## config.mk

```make
export PLATFORM = sky130hd
export DESIGN_NAME = mmio_responder
export DESIGN_NICKNAME = d
export VERILOG_FILES = /design/src/rtl/mmio_responder.sv
export SDC_FILE = /design/constraint.sdc
export NUM_CORES = 2
export LEC_CHECK = 0
export BUFFER_PORTS_ARGS = -buffer_cell sky130_fd_sc_hd__buf_2
export CAP_MARGIN = 20
export CELL_PAD_IN_SITES_DETAIL_PLACEMENT = 0
export CELL_PAD_IN_SITES_GLOBAL_PLACEMENT = 1
export CORE_ASPECT_RATIO = 0.75
export CORE_MARGIN = 8
export CORE_UTILIZATION = 45
export CTS_CLUSTER_SIZE = 14
export DETAILED_ROUTE_END_ITERATION = 10
export PLACE_DENSITY_LB_ADDON = 0.25
export SKIP_LAST_GASP = 1
export SYNTH_ARGS = -nofsm -noshare
export SYNTH_HDL_FRONTEND = slang
export SYNTH_SLANG_ARGS = --single-unit
export TNS_END_PERCENT = 5
```

## constraint.sdc

```tcl
create_clock -name clock -period 2.2 [get_ports clock]
set_input_delay 0.22 -clock clock [delete_from_list [all_inputs] [get_ports clock]]
set_output_delay 0.22 -clock clock [all_outputs]
set_load 0.01 [all_outputs]
```

## src/rtl/mmio_responder.sv

```systemverilog
// mmio_responder
//   Memory-side bus target for the 8-bit multicycle processor. Addresses
//   below IO_BASE are RAM (not cleared by reset); from IO_BASE upward a small
//   register file exposes a synchronized switch port, an LED register and a
//   down-counting timer with a sticky expiry flag. Reads have one edge of
//   latency; q holds its value between reads.
//
//   I/O offsets from IO_BASE:
//     +0 SW_IN (ro)   +1 LED (rw)    +2 RELOAD (rw)
//     +3 COUNT (ro)   +4 CTRL (rw: bit0 EN, bit1 AUTO)
//     +5 STATUS (bit0 EXP, write 1 to clear)   others read 0
//
// Ports:
//   clock    in   rising-edge system clock
//   reset    in   asynchronous, active-high
//   MemRead  in   read strobe
//   wren     in   write strobe
//   address  in   [7:0] byte address
//   data     in   [7:0] write data
//   q        out  [7:0] registered read data
//   sw_in    in   [7:0] asynchronous switch inputs
//   led_out  out  [7:0] LED register
//   tmr_irq  out  timer expiry flag (STATUS bit0)
module mmio_responder #(
  parameter logic [7:0]  IO_BASE  = 8'hF0,
  parameter logic [15:0] PRESCALE = 16'd1
) (
  input  logic       clock,
  input  logic       reset,
  input  logic       MemRead,
  input  logic       wren,
  input  logic [7:0] address,
  input  logic [7:0] data,
  output logic [7:0] q,
  input  logic [7:0] sw_in,
  output logic [7:0] led_out,
  output logic       tmr_irq
);

  localparam int RAM_DEPTH = int'(IO_BASE);
  localparam int RAM_AW    = (RAM_DEPTH > 1) ? $clog2(RAM_DEPTH) : 1;

  localparam logic [7:0] OFF_SW     = 8'd0;
  localparam logic [7:0] OFF_LED    = 8'd1;
  localparam logic [7:0] OFF_RELOAD = 8'd2;
  localparam logic [7:0] OFF_COUNT  = 8'd3;
  localparam logic [7:0] OFF_CTRL   = 8'd4;
  localparam logic [7:0] OFF_STATUS = 8'd5;

  // ---------------------------------------------------------------------
  // Address decode
  // ---------------------------------------------------------------------
  logic              is_ram;
  logic [7:0]        io_offset;
  logic [RAM_AW-1:0] ram_index;

  assign is_ram    = (address < IO_BASE);
  // Only meaningful when !is_ram, so the subtraction never wraps.
  assign io_offset = address - IO_BASE;
  assign ram_index = address[RAM_AW-1:0];

  logic led_wr, reload_wr, ctrl_wr, status_wr;
  assign led_wr    = wren && !is_ram && (io_offset == OFF_LED);
  assign reload_wr = wren && !is_ram && (io_offset == OFF_RELOAD);
  assign ctrl_wr   = wren && !is_ram && (io_offset == OFF_CTRL);
  assign status_wr = wren && !is_ram && (io_offset == OFF_STATUS);

  // ---------------------------------------------------------------------
  // RAM: no reset so it maps onto block RAM and survives a reset.
  // ---------------------------------------------------------------------
  logic [7:0] ram [0:RAM_DEPTH-1];
  logic [7:0] ram_rdata;

  always_ff @(posedge clock) begin
    if (wren && is_ram) begin
      ram[ram_index] <= data;
    end
  end

  assign ram_rdata = ram[ram_index];

  // ---------------------------------------------------------------------
  // Registers
  // ---------------------------------------------------------------------
  logic [7:0]  sw_sync1_reg, sw_sync2_reg;
  logic [7:0]  led_reg;
  logic [7:0]  reload_reg;
  logic [7:0]  count_reg, count_next;
  logic        en_reg, en_next;
  logic        auto_reg, auto_next;
  logic        exp_reg, exp_next;
  logic [15:0] prescale_reg, prescale_next;
  logic [7:0]  q_reg;
  logic [7:0]  rd_mux;

  // ---------------------------------------------------------------------
  // Timer next-state
  // ---------------------------------------------------------------------
  logic tick;
  logic start;
  logic exp_set;

  assign tick  = en_reg && (prescale_reg == (PRESCALE - 16'd1));
  assign start = ctrl_wr && !en_reg && data[0];

  always_comb begin
    count_next = count_reg;
    en_next    = en_reg;
    auto_next  = auto_reg;
    exp_set    = 1'b0;

    if (tick) begin
      if (count_reg != 8'd0) begin
        count_next = count_reg - 8'd1;
      end else begin
        exp_set = 1'b1;
        // reload_reg is the pre-edge value, so a RELOAD write in this
        // same cycle does not affect the auto-reload.
        if (auto_reg) begin
          count_next = reload_reg;
        end else begin
          en_next = 1'b0;
        end
      end
    end

    // A CTRL write overrides any timer-driven change to EN/AUTO.
    if (ctrl_wr) begin
      en_next   = data[0];
      auto_next = data[1];
      if (start) begin
        count_next = reload_reg;
      end
    end
  end

  // Prescaler is held at 0 whenever the timer is (or is about to be) idle,
  // and a fresh start always begins from 0.
  always_comb begin
    if (!en_reg || !en_next || tick) begin
      prescale_next = 16'd0;
    end else begin
      prescale_next = prescale_reg + 16'd1;
    end
  end

  // Set beats a simultaneous write-1-to-clear.
  always_comb begin
    exp_next = exp_reg;
    if (status_wr && data[0]) begin
      exp_next = 1'b0;
    end
    if (exp_set) begin
      exp_next = 1'b1;
    end
  end

  // ---------------------------------------------------------------------
  // Read mux (pre-edge values, so read-during-write returns old data)
  // ---------------------------------------------------------------------
  always_comb begin
    rd_mux = 8'h00;
    if (is_ram) begin
      rd_mux = ram_rdata;
    end else begin
      case (io_offset)
        OFF_SW:     rd_mux = sw_sync2_reg;
        OFF_LED:    rd_mux = led_reg;
        OFF_RELOAD: rd_mux = reload_reg;
        OFF_COUNT:  rd_mux = count_reg;
        OFF_CTRL:   rd_mux = {6'b0, auto_reg, en_reg};
        OFF_STATUS: rd_mux = {7'b0, exp_reg};
        default:    rd_mux = 8'h00;
      endcase
    end
  end

  // ---------------------------------------------------------------------
  // State update
  // ---------------------------------------------------------------------
  always_ff @(posedge clock or posedge reset) begin
    if (reset) begin
      sw_sync1_reg <= 8'h00;
      sw_sync2_reg <= 8'h00;
      led_reg      <= 8'h00;
      reload_reg   <= 8'h00;
      count_reg    <= 8'h00;
      en_reg       <= 1'b0;
      auto_reg     <= 1'b0;
      exp_reg      <= 1'b0;
      prescale_reg <= 16'd0;
      q_reg        <= 8'h00;
    end else begin
      sw_sync1_reg <= sw_in;
      sw_sync2_reg <= sw_sync1_reg;
      if (led_wr) begin
        led_reg <= data;
      end
      if (reload_wr) begin
        reload_reg <= data;
      end
      count_reg    <= count_next;
      en_reg       <= en_next;
      auto_reg     <= auto_next;
      exp_reg      <= exp_next;
      prescale_reg <= prescale_next;
      if (MemRead) begin
        q_reg <= rd_mux;
      end
    end
  end

  assign q       = q_reg;
  assign led_out = led_reg;
  assign tmr_irq = exp_reg;

endmodule

```

==> flow_summary.toml <==
[status]
status = "finished, violations left"
violations = "negative setup slack"

[setup_path]
cp-end-kind = "register"
worstPathCellList = "mux4_2 -> mux4_2 -> nor2b_4 -> or4_4 -> nor4b_4 -> o32ai_2"
critical_path_class = "register to register"
cp_slowest_cell = "or4_4"
cpMostUsedCell = "mux4_2"
worstPathMaxFanout = 1
critPathLaunchType = "register"
critPathMaxStageDelay_ns = 0.51
cp_top_family = "simple AND/OR/NAND/NOR gates"
crit_buf_inv = 0
path_depth = 6
reg2regPathDepth = 6
arrival_ns = 3.19
required_ns = 2.89

[drt]
routed_wirelength_mm = 208
ant_nets = 0
via_per_inst = 5.94
detail_route.first_pass.iterations = 5
wire_per_inst_um = 30.4
drtIter0Drc = 4765
drc_errors = 0
vias = 40700

[layout]
instances_no_fill = 6862
drive_gt1_share_pct = 40.6
layout_commonest_cell = "edfxtp_1"
syn_to_final_growth_pct = 24.7
largest_reg_flops = 1920
fill_cells = 12600
layout_common_cells = "1,920 x edfxtp_1, 489 x mux4_2, 473 x buf_4"
nets = 4480
final_util_pct = 56.6

[global_routing]
grt_pass1_wl_mm = 301
top_usage_layer = "met1"
met1_usage_pct = 34.8
grt_pass1_vias = 40700
grtUsageMet3_pct = 4.52
grtUsageTotal_pct = 22.4
grt-ovfl-total = 0
antenna_found_initial = 8
grt_max_degree = 113
use_met2_pct = 32.4

[sta]
hold_violations = 0
setup_viol = 12
min_period_ns = 2.50
fin_tns_setup_ns = -0.912
finClkSkew_ns = 0.0266
worstMarginPinSlew_ns = 0.994
slew_violations = 0
worst_hold_slack_ns = 0.0121
fmax_ghz = 0.400
fin_crit_sh_pct = 114
max_slew_margin_pct = 33.7
fin_ws_ns = -0.302
rsz0062_at_grt = "true"

[worst_hold_path]
holdCritPathClass = "input pin to register"
hold_depth = 1

[synth]
synth_top_family_by_area = "multiplexers"
synthXorXnorAreaFrac_pct = 0.125
synth_seq_cells = 1987
synth_edf_count = 1920
synthAdderAreaFrac_pct = 0.0647
synthArstFlopShare_pct = 3.37
ys_types = 68
ys_warn_count = 0
synth-simple-area-share_pct = 2.82
synthCells = 3660
synthFlopType = "edfxtp_1"
muxShareOfSynthArea_pct = 16.3
seq_area_frac_synth_pct = 76.7
synth-compound-area-share_pct = 2.61
syn_nets = 3692
postSynthAreaPerCell_sq_um = 21.1
syn_area_sq_um = 77400

[cts]
clkTransAtPathRegs_ns = 0.06
clkSinkCount = 1987
clk_latency_ns = 0.83
cts-root-buf = "clkbuf_16"
htree_levels = 4
cts_tree = "built"
clk_path_buf_depth = 3
numCtsBuffers = 186

[floorplan]
ios = 45
num_rows = 131
initial_core_util_pct = 45.4
die_area_sq_um = 186000
fp.dieH_um = 375
core_sq_um = 170000
die_w_um = 495

[placement]
hpwl_mm = 140
dp.cells = 6492
gp_congestion = 0.857
io_buffers = 44

[power_and_ir_drop]
power.density_nw_per_um2 = 812
leakagePower_nw = 31.2
ir_worst_vdd_v = 0.00103

[run]
drv_cap = 0
where the power goes:
group / leakage, nW / internal, mW / total, mW / switching (mW)
clock network: 2.87 / 17.8 / 31.5 / 13.8
logic: 10.2 / 2.12 / 5.00 / 2.89
registers: 18.1 / 41.6 / 41.8 / 0.173
total: 31.2 / 61.5 / 78.3 / 16.8
cells by family after synthesis:
logic type | after synthesis
compound gates | 290
xor+xnor | 11
fa+ha+maj | 4
buf+inv | 226
flops | 1987
mux | 642
simple gates | 500
path summary, 6_finish.rpt:
path,startpoint,endpoint,slack [ns]
hold reg to reg,sw_sync1_reg[3],sw_sync2_reg[3],0.35
setup reg to reg,ram[118][7],q[7],-0.30
min in group asynchronous,reset,reload_reg[1],0.50
hold / removal,data[3],ram[69][3],0.01
setup / recovery,ram[118][7],q[7],-0.30
max in group asynchronous,reset,led_out[2],1.07
stage by stage:
step                area, sq um  setup WS [ns]  total power [mW]
floorplan                 79300        -0.0796              44.8
global placement          89900          -1.15              47.5
detailed placement        89900          -1.05              47.5
CTS                       96100         -0.335              78.9
global route              96400         -0.364              80.6
finish                    96400         -0.302              78.3
cell type report:
| class | instances | area [sq um] | area share, % |
|---|---|---|---|
| tap | 2261 | 2830 | 2.93 |
| antenna | 5 | 12.5 | 0.0130 |
| clock inverter | 92 | 827 | 0.858 |
| timing repair buffer | 814 | 9540 | 9.89 |
| inverter | 12 | 51.3 | 0.0532 |
| clock buffer | 244 | 5060 | 5.25 |
| sequential | 1987 | 59300 | 61.5 |
| multi-input combinational | 1447 | 18800 | 19.5 |
what timing repair did:
item | CTS | global route
gates resized for setup | 5 | 61
hold buffers | 25 | 0
pin swaps | 1 | 24
endpoints found under the setup margin | 8 | 946
cloned | 0 | 0
buffers inserted | 0 | 4
hold endpoints to repair | 168 | 0
per-layer routing:
layer  vias up  part of all wire (%)
met5         -                     0
met4         0                   2.3
met3       259                   8.3
met2      1683                    44
met1     21900                    45
li1      16900                     -
synth_stat cells, drive strengths merged (4+ instances only):
library cell  instances  area share [%]
and2                  5           0.040
o211ai               12            0.12
o32ai                 6           0.068
a211oi               22            0.21
nor2                291             1.4
or3                   9           0.073
o21ai                26            0.17
a32oi                 9            0.10
buf                 126            0.93
o22ai                42            0.34
o31ai                 5           0.049
and3                 11           0.089
nand2b                9           0.073
a22oi                74            0.72
nor4                  4           0.032
inv                  11           0.053
nand2                87            0.42
o221ai                8           0.091
or2                   6           0.049
a21oi                42            0.27
a31oi                 7           0.057
nand3                25            0.16
mux2                 32            0.47
xnor2                 5           0.057
nor2b                14            0.11
clkbuf               88            0.43
mux4                489              14
ha                    4           0.065
nand4                12           0.097
nor3                 14           0.097
mux2i               121             1.6
edfxtp             1920              75
xor2                  6           0.068
dfrtp                67             2.2
o21a                  9           0.087
o41ai                 4           0.045
Note: power is estimated with default switching activity, not from simulation.
